$ cat src/rtl/branch_resolve.sv
// Branch resolution: condition evaluation on forwarded ALU flags, target calculation,
// and a three-state redirect/squash sequencer with a saturating taken-branch counter.
module branch_resolve (
  input  logic        clk,
  input  logic        reset,
  input  logic        flag_we,
  input  logic [3:0]  flag_in,
  input  logic        br_valid,
  input  logic [2:0]  br_cond,
  input  logic [15:0] br_pc,
  input  logic [7:0]  br_disp,
  input  logic        stall,
  output logic [3:0]  flags,
  output logic        redirect,
  output logic [15:0] redirect_pc,
  output logic [15:0] taken_cnt
);

  localparam int unsigned AW = 16;
  localparam int unsigned DW = 8;
  localparam int unsigned FW = 4;
  localparam int unsigned CW = 16;

  typedef enum logic [1:0] {
    IDLE    = 2'b00,
    RESOLVE = 2'b01,
    SQUASH  = 2'b10
  } state_t;

  state_t         state_q;
  state_t         state_d;
  logic [FW-1:0]  flags_d;
  logic           redirect_d;
  logic [AW-1:0]  redirect_pc_d;
  logic [CW-1:0]  taken_cnt_d;

  logic [FW-1:0]  eff_c;
  logic           cond_c;
  logic [AW-1:0]  target_c;

  // Forward a same-cycle ALU result to the branch ahead of the flag register
  assign eff_c = flag_we ? flag_in : flags;

  // eff_c bit order: {S,Z,C,V}
  always_comb begin
    cond_c = 1'b0;
    case (br_cond)
      3'b000:  cond_c = eff_c[2];
      3'b001:  cond_c = eff_c[3] ^ eff_c[0];
      3'b010:  cond_c = eff_c[2] | (eff_c[3] ^ eff_c[0]);
      3'b011:  cond_c = ~eff_c[2];
      3'b100:  cond_c = 1'b1;
      default: cond_c = 1'b0;
    endcase
  end

  assign target_c = br_pc + AW'(1) + {{(AW-DW){br_disp[DW-1]}}, br_disp};

  // Next-state and next-output logic; stall leaves every register at its current value
  always_comb begin
    state_d       = state_q;
    flags_d       = flags;
    redirect_d    = redirect;
    redirect_pc_d = redirect_pc;
    taken_cnt_d   = taken_cnt;
    if (!stall) begin
      if (flag_we) begin
        flags_d = flag_in;
      end
      case (state_q)
        IDLE: begin
          if (br_valid && cond_c) begin
            state_d       = RESOLVE;
            redirect_d    = 1'b1;
            redirect_pc_d = target_c;
            taken_cnt_d   = (taken_cnt == {CW{1'b1}}) ? taken_cnt : taken_cnt + CW'(1);
          end
        end
        RESOLVE: begin
          state_d    = SQUASH;
          redirect_d = 1'b0;
        end
        SQUASH: begin
          state_d    = IDLE;
          redirect_d = 1'b0;
        end
        default: begin
          state_d    = IDLE;
          redirect_d = 1'b0;
        end
      endcase
    end
  end

  always_ff @(posedge clk) begin
    if (reset) begin
      state_q     <= IDLE;
      flags       <= '0;
      redirect    <= 1'b0;
      redirect_pc <= '0;
      taken_cnt   <= '0;
    end else begin
      state_q     <= state_d;
      flags       <= flags_d;
      redirect    <= redirect_d;
      redirect_pc <= redirect_pc_d;
      taken_cnt   <= taken_cnt_d;
    end
  end

endmodule

$ cat config.mk
export PLATFORM = sky130hd
export DESIGN_NAME = branch_resolve
export DESIGN_NICKNAME = d
export VERILOG_FILES = /design/src/rtl/branch_resolve.sv
export SDC_FILE = /design/constraint.sdc
export NUM_CORES = 1
export LEC_CHECK = 0
export ABC_AREA = 1
export ABC_CLOCK_PERIOD_IN_PS = 1490
export CORE_MARGIN = 2
export CORE_UTILIZATION = 40
export DETAILED_ROUTE_END_ITERATION = 7
export PLACE_DENSITY = 0.7
export REMOVE_ABC_BUFFERS = 1
export SKIP_CTS_REPAIR_TIMING = 1
export SYNTH_ARGS = -nofsm -noshare
export SYNTH_HDL_FRONTEND = slang
export SYNTH_SLANG_ARGS = --single-unit
$ cat constraint.sdc
create_clock -name clk -period 1.49 [get_ports clk]
set_input_delay 0.2235 -clock clk [delete_from_list [all_inputs] [get_ports clk]]
set_output_delay 0.2235 -clock clk [all_outputs]
set_load 0.1 [all_outputs]
Word level (Yosys, flattened, before mapping)
Cells that the tools add are included.
{"block": "classes", "add_sub_neg": 3, "n_eq_ne": 7, "mux": 6, "bitwise_logic": 5, "reduce_logical": 7}
{"operator": "adder 16 x 1 -> 16 bit (second input constant)", "count": 2}
{"operator": "adder 16 bit", "count": 1}
{"operator": "equality test 16 bit (second input constant)", "count": 1}
{"operator": "equality test 3 x 2 -> 1 bit (second input constant)", "count": 2}
{"operator": "case mux 1 bit (5 select lines)", "count": 1}
{"operator": "two-way mux 4 bit", "count": 1}
{"operator": "case mux 2 bit (2 select lines)", "count": 1}
{"operator": "AND reduction 2 bit", "count": 2}
{"operator": "AND reduction 4 bit", "count": 1}
{"operator": "equality test 3 x 1 -> 1 bit (second input constant)", "count": 1}
{"operator": "equality test 3 bit (second input constant)", "count": 1}
{"operator": "zero test 3 bit", "count": 1}
{"operator": "inverter 1 bit", "count": 3}
{"operator": "AND reduction 3 bit", "count": 1}
{"operator": "equality test 2 x 1 -> 1 bit (second input constant)", "count": 1}
{"operator": "zero test 2 bit", "count": 1}
{"operator": "two-way mux 1 bit", "count": 2}
{"operator": "two-way mux 2 bit", "count": 1}
{"operator": "!= test 2 bit (second input constant)", "count": 1}
{"operator": "logical AND 1 bit", "count": 1}
{"operator": "OR 1 bit", "count": 1}
{"operator": "XOR 1 bit", "count": 1}
{"block": "word_totals", "ff_bits": 39, "in_bits": 36, "out_inout_bits": 37, "wordCells": 34}

Depth between registers and ports, before layout
Gate-level depths: netlist of run 1.
{"block": "depth", "ltp_word": 7, "mapped_depth": 14, "ltp_nobuf": 14}

Worst setup path after synthesis of run 1
OpenSTA, ideal clock, no wires.
{"block": "synth_timing", "path_kind": "register to register", "from": "register taken_cnt[0]", "to": "register taken_cnt[2]", "setup_time_ns": 0.069, "t_arrival_ns": 2.227, "required_time_ns": 1.421, "setup_slack_ns": -0.806, "stages_incl_launch_ff": 9, "path_buffers": 1, "period_less_slack_ns": 2.296, "path_cell_list": "dfxtp_1 ha_1 inv_2 nor2_4 nand4_4 nand3_4 buf_6 nand2_1 a21oi_2"}
{"block": "synth_via", "elab_chain_cells": 3, "word_cells_on_any_way": 4, "classes_between": "add/sub: 1; eq/ne: 1; bitwise: 1; reduce/logical: 1"}
{"item": "start, declared", "line_no": "16", "source": "output logic [15:0] taken_cnt"}
{"item": "start signal, assigned", "line_no": "107", "source": "taken_cnt <= taken_cnt_d;"}
{"item": "branches (longest 3 deep; another with adder 16 x 1 -> 16 bit)"}
Several ways; the timed one is not identified.
A chain may end at the register's enable or synchronous reset.

Worst setup path after layout of run 1
{"block": "layout_timing", "from": "register state_q[1]", "to": "register redirect_pc[12]"}
{"block": "layout_via", "elab_chain_cells": 2}
{"item": "start, declared", "line_no": "30", "source": "state_t state_q;"}
{"item": "start signal, assigned", "line_no": "103", "source": "state_q <= state_d;"}
{"item": "zero test 2 bit", "line_no": "70", "source": "case (state_q)"}
{"item": "AND reduction 3 bit (no source line)"}
{"item": "end signal, assigned", "line_no": "106", "source": "redirect_pc <= redirect_pc_d;"}
{"item": "end, declared", "line_no": "15", "source": "output logic [15:0] redirect_pc,"}
No other way between the ends.

==> summary.txt, run 1 <==
Outcome
  • Run status: complete, no violations

Clocking
  • CTS tree: built
  • CTS Buffer Depth: 2
  • CTS H-tree lvls: 2
  • Clock tree sinks: 38
  • CTS clk-pin slew, worst paths: ~80 ps
  • Inserted Clock Buffers: 5
  • CTS root buf: clkbuf_8
  • Clk Latency, worst-skew pair: 290 ps

Worst setup path
  • R2R depth: 8
  • Setup slack, reg-to-reg: approximately 6.7 ps
  • Critical Path Fanout Max: 6
  • Slowest cell on the critical path: dfxtp_2
  • CP startpoint: state_q[1]
  • Worst-path cell chain: nor2_4, nand3b_4, nor2_8, a21boi_4, buf_12, nand2_2, nor2_2, nor2_1
  • Setup crit end kind: flop
  • R2R Path Start: state_q[1]
  • CP Data Required Time: between 1500 and 2000 ps
  • CP peak stage delay: approximately 340 ps
  • Startpoint type of the worst setup path: flop
  • Worst r2r dst: redirect_pc[12]
  • Setup crit end: redirect_pc[12]
  • Critical path type: reg2reg
  • Worst Path Arrival: around 1700 ps

Synth
  • Mapped Area: ~2900 um2
  • Top_reg_cell synth: dfxtp_1
  • Mean post-synth cell area: ~6.3 um2
  • Ys async rst share: 0%
  • Yosys reg bits: 38
  • Number of flops mapped to enable cells by yosys: 0
  • Most numerous cell in the Yosys netlist: nand2_1
  • Area leader, netlist: dfxtp_1
  • Synth top area share: 25.87%
  • Yosys cell types: 35
  • Post-synthesis sequential area ratio: approximately a quarter
  • Synth Instances: between 400 and 500
  • Synth area leaders: dfxtp_1 (26%), nand2_1 (19%), nor2_1 (7.8%)
  • Yosys warnings: 0
  • Synth cell count leaders: nand2_1 (148), nor2_1 (61), inv_1 (59)

Worst hold path
  • Hold Path Class: in2reg

GRT
  • Global-route wire length before repair: 14.08 mm
  • Total GRT Usage: between 20% and 30%
  • Most Crowded Layer GR: met2
  • GRT met1 Usage: 24.86%
  • Largest net degree at the start of global routing: 22
  • GR Util met3: under 10%
  • Antenna violations before repair: 0
  • Met2 usage: 37.56%
  • Vias in the first global route: 3234
  • GR Overflow Total: 0

Timing
  • Max Clock Skew: around 7.6 ps
  • RSZ-0062 raised after global routing: yes
  • Minimum clock period: around 1500 ps
  • Fin crit share: between 90% and 100%
  • Final Setup Violations: 0
  • Worst-Margin Slew: 285.5 ps
  • Worst Setup Slack, final: approximately 6.7 ps
  • Final Hold Vio Count: 0
  • Slew HR: between 80% and 90%
  • Max Freq: 674.2 MHz
  • Slew Viols, Final: 0

Floorplan
  • Die height: around 90 um
  • Ports: between 70 and 80
  • Row count: 31
  • Full die area: around 8100 um2
  • Die Wd: approximately 90 um
  • CORE AREA: roughly 7200 um2
  • Initial Utilization: about two fifths

Layout
  • Register Area: between 700 and 800 um2
  • Diodes inserted: 0
  • Share of layout cells above drive strength 1: 36.48%
  • Layout area overhead: 77.02%
  • Fillers: about 540
  • Layout Nets: 655
  • Multi-input gate area: around 2200 um2
  • Non-Filler Instances: between 700 and 800

Routing
  • DR pass1 iterations: 4
  • Routed WL per cell: approximately 13 um
  • Post-route ant nets: 0
  • Via count: ~3500
  • Vias per cell: between 4 and 5
  • DRT iter0 DRCs: about 120
  • Residual DRC: 0
  • Routed WL: approximately 9.4 mm

Place
  • IO buf count: 72
  • Pre-CTS setup slack: -706.6 ps
  • Placed Cells: 685
  • Placed wire-length estimate: roughly 6.5 mm
  • Final GP Congestion: around 0.9

Pwr
  • Power share of the combinational group: 41.4%
  • Switching Fraction: between 30 and 40%
  • Net Sw Power: 1.239 mW
  • Flop pwr share: around a third
  • PwrDens: roughly 650 nW/um2
  • Share of total power in the clock network: between 20% and 30%
  • Pint: ~2.2 mW
  • Leak pwr: between 2 and 2.5 nW
  • Worst VDD drop: around 0.00032 V

Flow run
  • MaxCap Viol Count: 0
## registers in the layout (all words and copies together), names as in the netlist
name	count
state_q	1
redirect_pc	16
redirect	1
taken_cnt	16
flags	4
## area by class of cell
cell class                      instances  share of cell area, %
Sequential cell                        38                  14.83
Clock inverter                          3                 0.7692
Inverter                               61                  4.543
Timing Repair Buffer                  140                  32.96
Clock buffer                            5                  1.322
Multi-Input combinational cell        356                  43.20
Tap cell                               99                  2.380
## layer usage
metal | part of all wire (%) | routed length (um)
met2 | 53 | 5003
met3 | 3.5 | 330
met5 | 0 | 0
met4 | 1.7 | 163
met1 | 41 | 3862
## worst max-delay path: cells and delay by family (launching register included)
| family | cells | cell delay (ps) |
|---|---|---|
| buffers and inverters | 1 | 170 |
| DFF | 1 | 340 |
| and+or+nand+nor | 6 | 560 |
| AOI/OAI and AO/OA | 1 | 310 |
## metrics by stage
step	total power, mW	setup TNS (ps)	utilization, %	instance area (um2)	hold WS [ps]
4_1_cts	3.195	-3586	64.95	4661	506.1
3_3_place_gp	2.302	-11680	63.43	4552	483.5
6_report	3.390	0	72.54	5205	276.9
5_1_grt	3.526	-606.0	72.54	5205	289.5
3_5_place_dp	2.316	-13150	63.43	4552	496.0
2_1_floorplan	1.803	-22140	-	2874	285.9
## worst min path at each step
stage          startpoint              to  slack, ps  cells after the start
4_1_cts        flag_in[1]        flags[1]        510                      3
3_3_place_gp   state_q[1]      state_q[1]        480                      2
3_5_place_dp   state_q[1]      state_q[1]        500                      2
6_report       flag_in[2]        flags[2]        280                      3
5_1_grt        flag_in[2]        flags[2]        290                      3
2_1_floorplan       reset  redirect_pc[5]        290                      1
## cells in the final DEF, fill, tap and decap left out, drive strengths merged, types with 2 or more instances in the layout
cell / synthesis / final
dfxtp: 38 / 38
clkinv: 0 / 2
nand2: 151 / 151
nand3: 25 / 26
inv: 61 / 61
nand3b: 5 / 5
o21ai: 16 / 16
nand4: 18 / 18
ha: 16 / 16
o21bai: 4 / 4
xor2: 9 / 9
clkdlybuf4s50: 0 / 7
a21oi: 33 / 33
dlymetal6s2s: 0 / 25
xnor2: 2 / 2
clkbuf: 3 / 7
nor2: 70 / 70
buf: 7 / 106
nor3: 3 / 3
## power groups by stage
stage	Sequential (mW)	Clock [mW]	Combinational (mW)
global route	1.10	0.925	1.50
CTS	1.10	0.898	1.20
floorplan	1.38	0	0.419
detailed placement	1.12	0	1.20
global placement	1.12	0	1.18
finish	1.10	0.888	1.40
## logic make-up (layout without fill, tap and decap cells)
kind of cell | count (synthesis) | after routing | synth area share, %
AOI/OAI and AO/OA | 54 | 54 | 11.15
DFF | 38 | 38 | 25.87
buffers and inverters | 71 | 209 | 10.04
adders and majority gates | 17 | 17 | 7.489
and+or+nand+nor | 273 | 274 | 42.17
xor gates and xnor gates | 11 | 11 | 3.277
Note: power is estimated with default switching activity, not from simulation.
==> run 2: changes to the inputs <==
Settings changed: CORE_MARGIN 2 to default.
==> run 2 against run 1 <==
Compared with the run above:
- sequential cell count is the same
- combinational power grew 4%
- first-iteration DRC count is 94% higher
- critical path type is now in2reg
==> summary.txt, run 2 (synthesized netlist as in run 1, its figures left out) <==
Flow run
  • MaxCap Viol Count: 0

Layout
  • Share of layout cells above drive strength 1: roughly 36%
  • Final core occ: roughly 76%
  • Most frequent cells in the layout: nand2_1 (129), nor2_1 (55), inv_1 (51)
  • Non-Filler Instances: about 700
  • Commonest non-fill, non-tap cell in the layout: nand2_1
  • Layout area overhead: 78.89%
  • Final Instance Area: roughly 5300 um2
  • Register Area: 769.5 um2
  • Layout Nets: around 650
  • Diodes inserted: 0
  • Largest regs: redirect_pc x16, taken_cnt x16, flags x4
  • Multi-input gate area: around 2300 um2
  • Fillers: 465

Worst setup path
  • CP Data Required Time: ~1700 ps
  • Worst r2r dst: taken_cnt[9]
  • R2R depth: 7
  • Setup slack, reg-to-reg: 40 ps
  • Startpoint type of the worst setup path: input port
  • R2R Path Start: taken_cnt[0]
  • Critical Path Fanout Max: 4
  • Setup crit end kind: flop
  • Worst Path Arrival: between 1500 and 2000 ps
  • Critical path type: in2reg

Timing
  • Slew HR: between 80% and 90%
  • RSZ-0062 raised after global routing: yes
  • Hold Slack: ~300 ps
  • Worst Setup Slack, final: 14.47 ps
  • Max Clock Skew: ~12 ps
  • Fin crit share: ~99%
  • Minimum clock period: approximately 1500 ps
  • Final Hold Vio Count: 0
  • Total negative setup slack: 0 ps
  • Slew Viols, Final: 0
  • Worst-Margin Slew: approximately 270 ps
  • Final Setup Violations: 0
  • Max Freq: between 600 and 700 MHz

Clocking
  • Inserted Clock Buffers: 5
  • CTS clk-pin slew, worst paths: 80 ps
  • CTS root buf: clkbuf_8
  • CTS Buffer Depth: 2
  • Clock tree sinks: 38
  • CTS tree: built
  • Clk Latency, worst-skew pair: 300 ps
  • CTS H-tree lvls: 2

GRT
  • GR Overflow Total: 0
  • Antenna violations before repair: 0
  • Global-route wire length before repair: around 14 mm
  • Vias in the first global route: 3190
  • Total GRT Usage: 22.06%
  • Largest net degree at the start of global routing: 22

Place
  • IO buf count: just over 70
  • Final GP Congestion: around 0.86
  • Placed Cells: 678
  • Placed wire-length estimate: around 6.4 mm
  • Pre-CTS setup slack: -672.3 ps
  • DP Area: 4556 um2

Floorplan
  • CORE AREA: ~6900 um2
  • Die height: a little under 90 um
  • Ports: between 70 and 80
  • Row count: 30
  • Die Wd: between 80 and 90 um
  • Initial Utilization: approximately 42%
  • Full die area: approximately 7700 um2

Routing
  • DRT iter0 DRCs: about 230
  • Routed WL per cell: ~14 um
  • DR pass1 iterations: 5
  • Post-route ant nets: 0
  • Residual DRC: 0
  • Via count: 3600
  • Routed WL: 9.987 mm
  • Vias per cell: 5.195

Pwr
  • Worst VDD drop: approximately 0.00029 V
  • Total Power: around 3.5 mW
  • Leak pwr: around 2.5 nW
  • PwrDens: ~660 nW/um2

Worst hold path
  • Hold path startpoint: stall
  • Hold path depth: 4
  • Hold path endpoint: state_q[1]
  • Hold Path Class: in2reg

Outcome
  • Run status: complete, no violations
==> run 2: worst max-delay path, cell delays in order <==
cell	delay, ps
buf_6	90
inv_4	40
ha_4	130
inv_4	30
fa_2	370
nand3_2	90
nand3_4	120
buf_6	140
nand3_2	50
nand3_2	90
nand2_1	80
nand2_1	40
nor2_1	100
nor2_1	50
==> run 2: metal layers <==
layer  share of wire [%]  up-vias  global-route usage [%]
met5                   0        -                       0
met4                 2.6        0                   7.601
met3                 4.4       24                   3.110
met2                  52      140                   38.27
met1                  41     1693                   27.92
li1                    -     1743                       -
==> run 2: worst max-delay path by stage <==
stage / from / depth (start not counted) / slack, ps / end
after floorplan: taken_cnt[0] / 7 / -830 / taken_cnt[10]
after global placement: br_pc[0] / 15 / -620 / redirect_pc[10]
final: br_disp[0] / 14 / 10 / redirect_pc[12]
after detailed placement: br_disp[0] / 15 / -670 / redirect_pc[10]
after global routing: br_disp[0] / 15 / -50 / redirect_pc[10]
after CTS: br_disp[0] / 15 / -360 / redirect_pc[10]
==> run 2: area by class of cell <==
type                    instances  area share (%)
clock buffers                   5           1.308
clock inverters                 3          0.8563
inverters                      61           4.496
multi-input cells             357           43.77
flip-flops and latches         38           14.63
well taps                      96           2.284
repair buffers                133           32.66
==> run 2: power breakdown <==
part	switching, mW	leakage, nW	internal, mW
Combinational	0.841	2.17	0.624
Clock	0.404	0.0504	0.498
Sequential	0.0407	0.312	1.06
Total	1.29	2.53	2.18
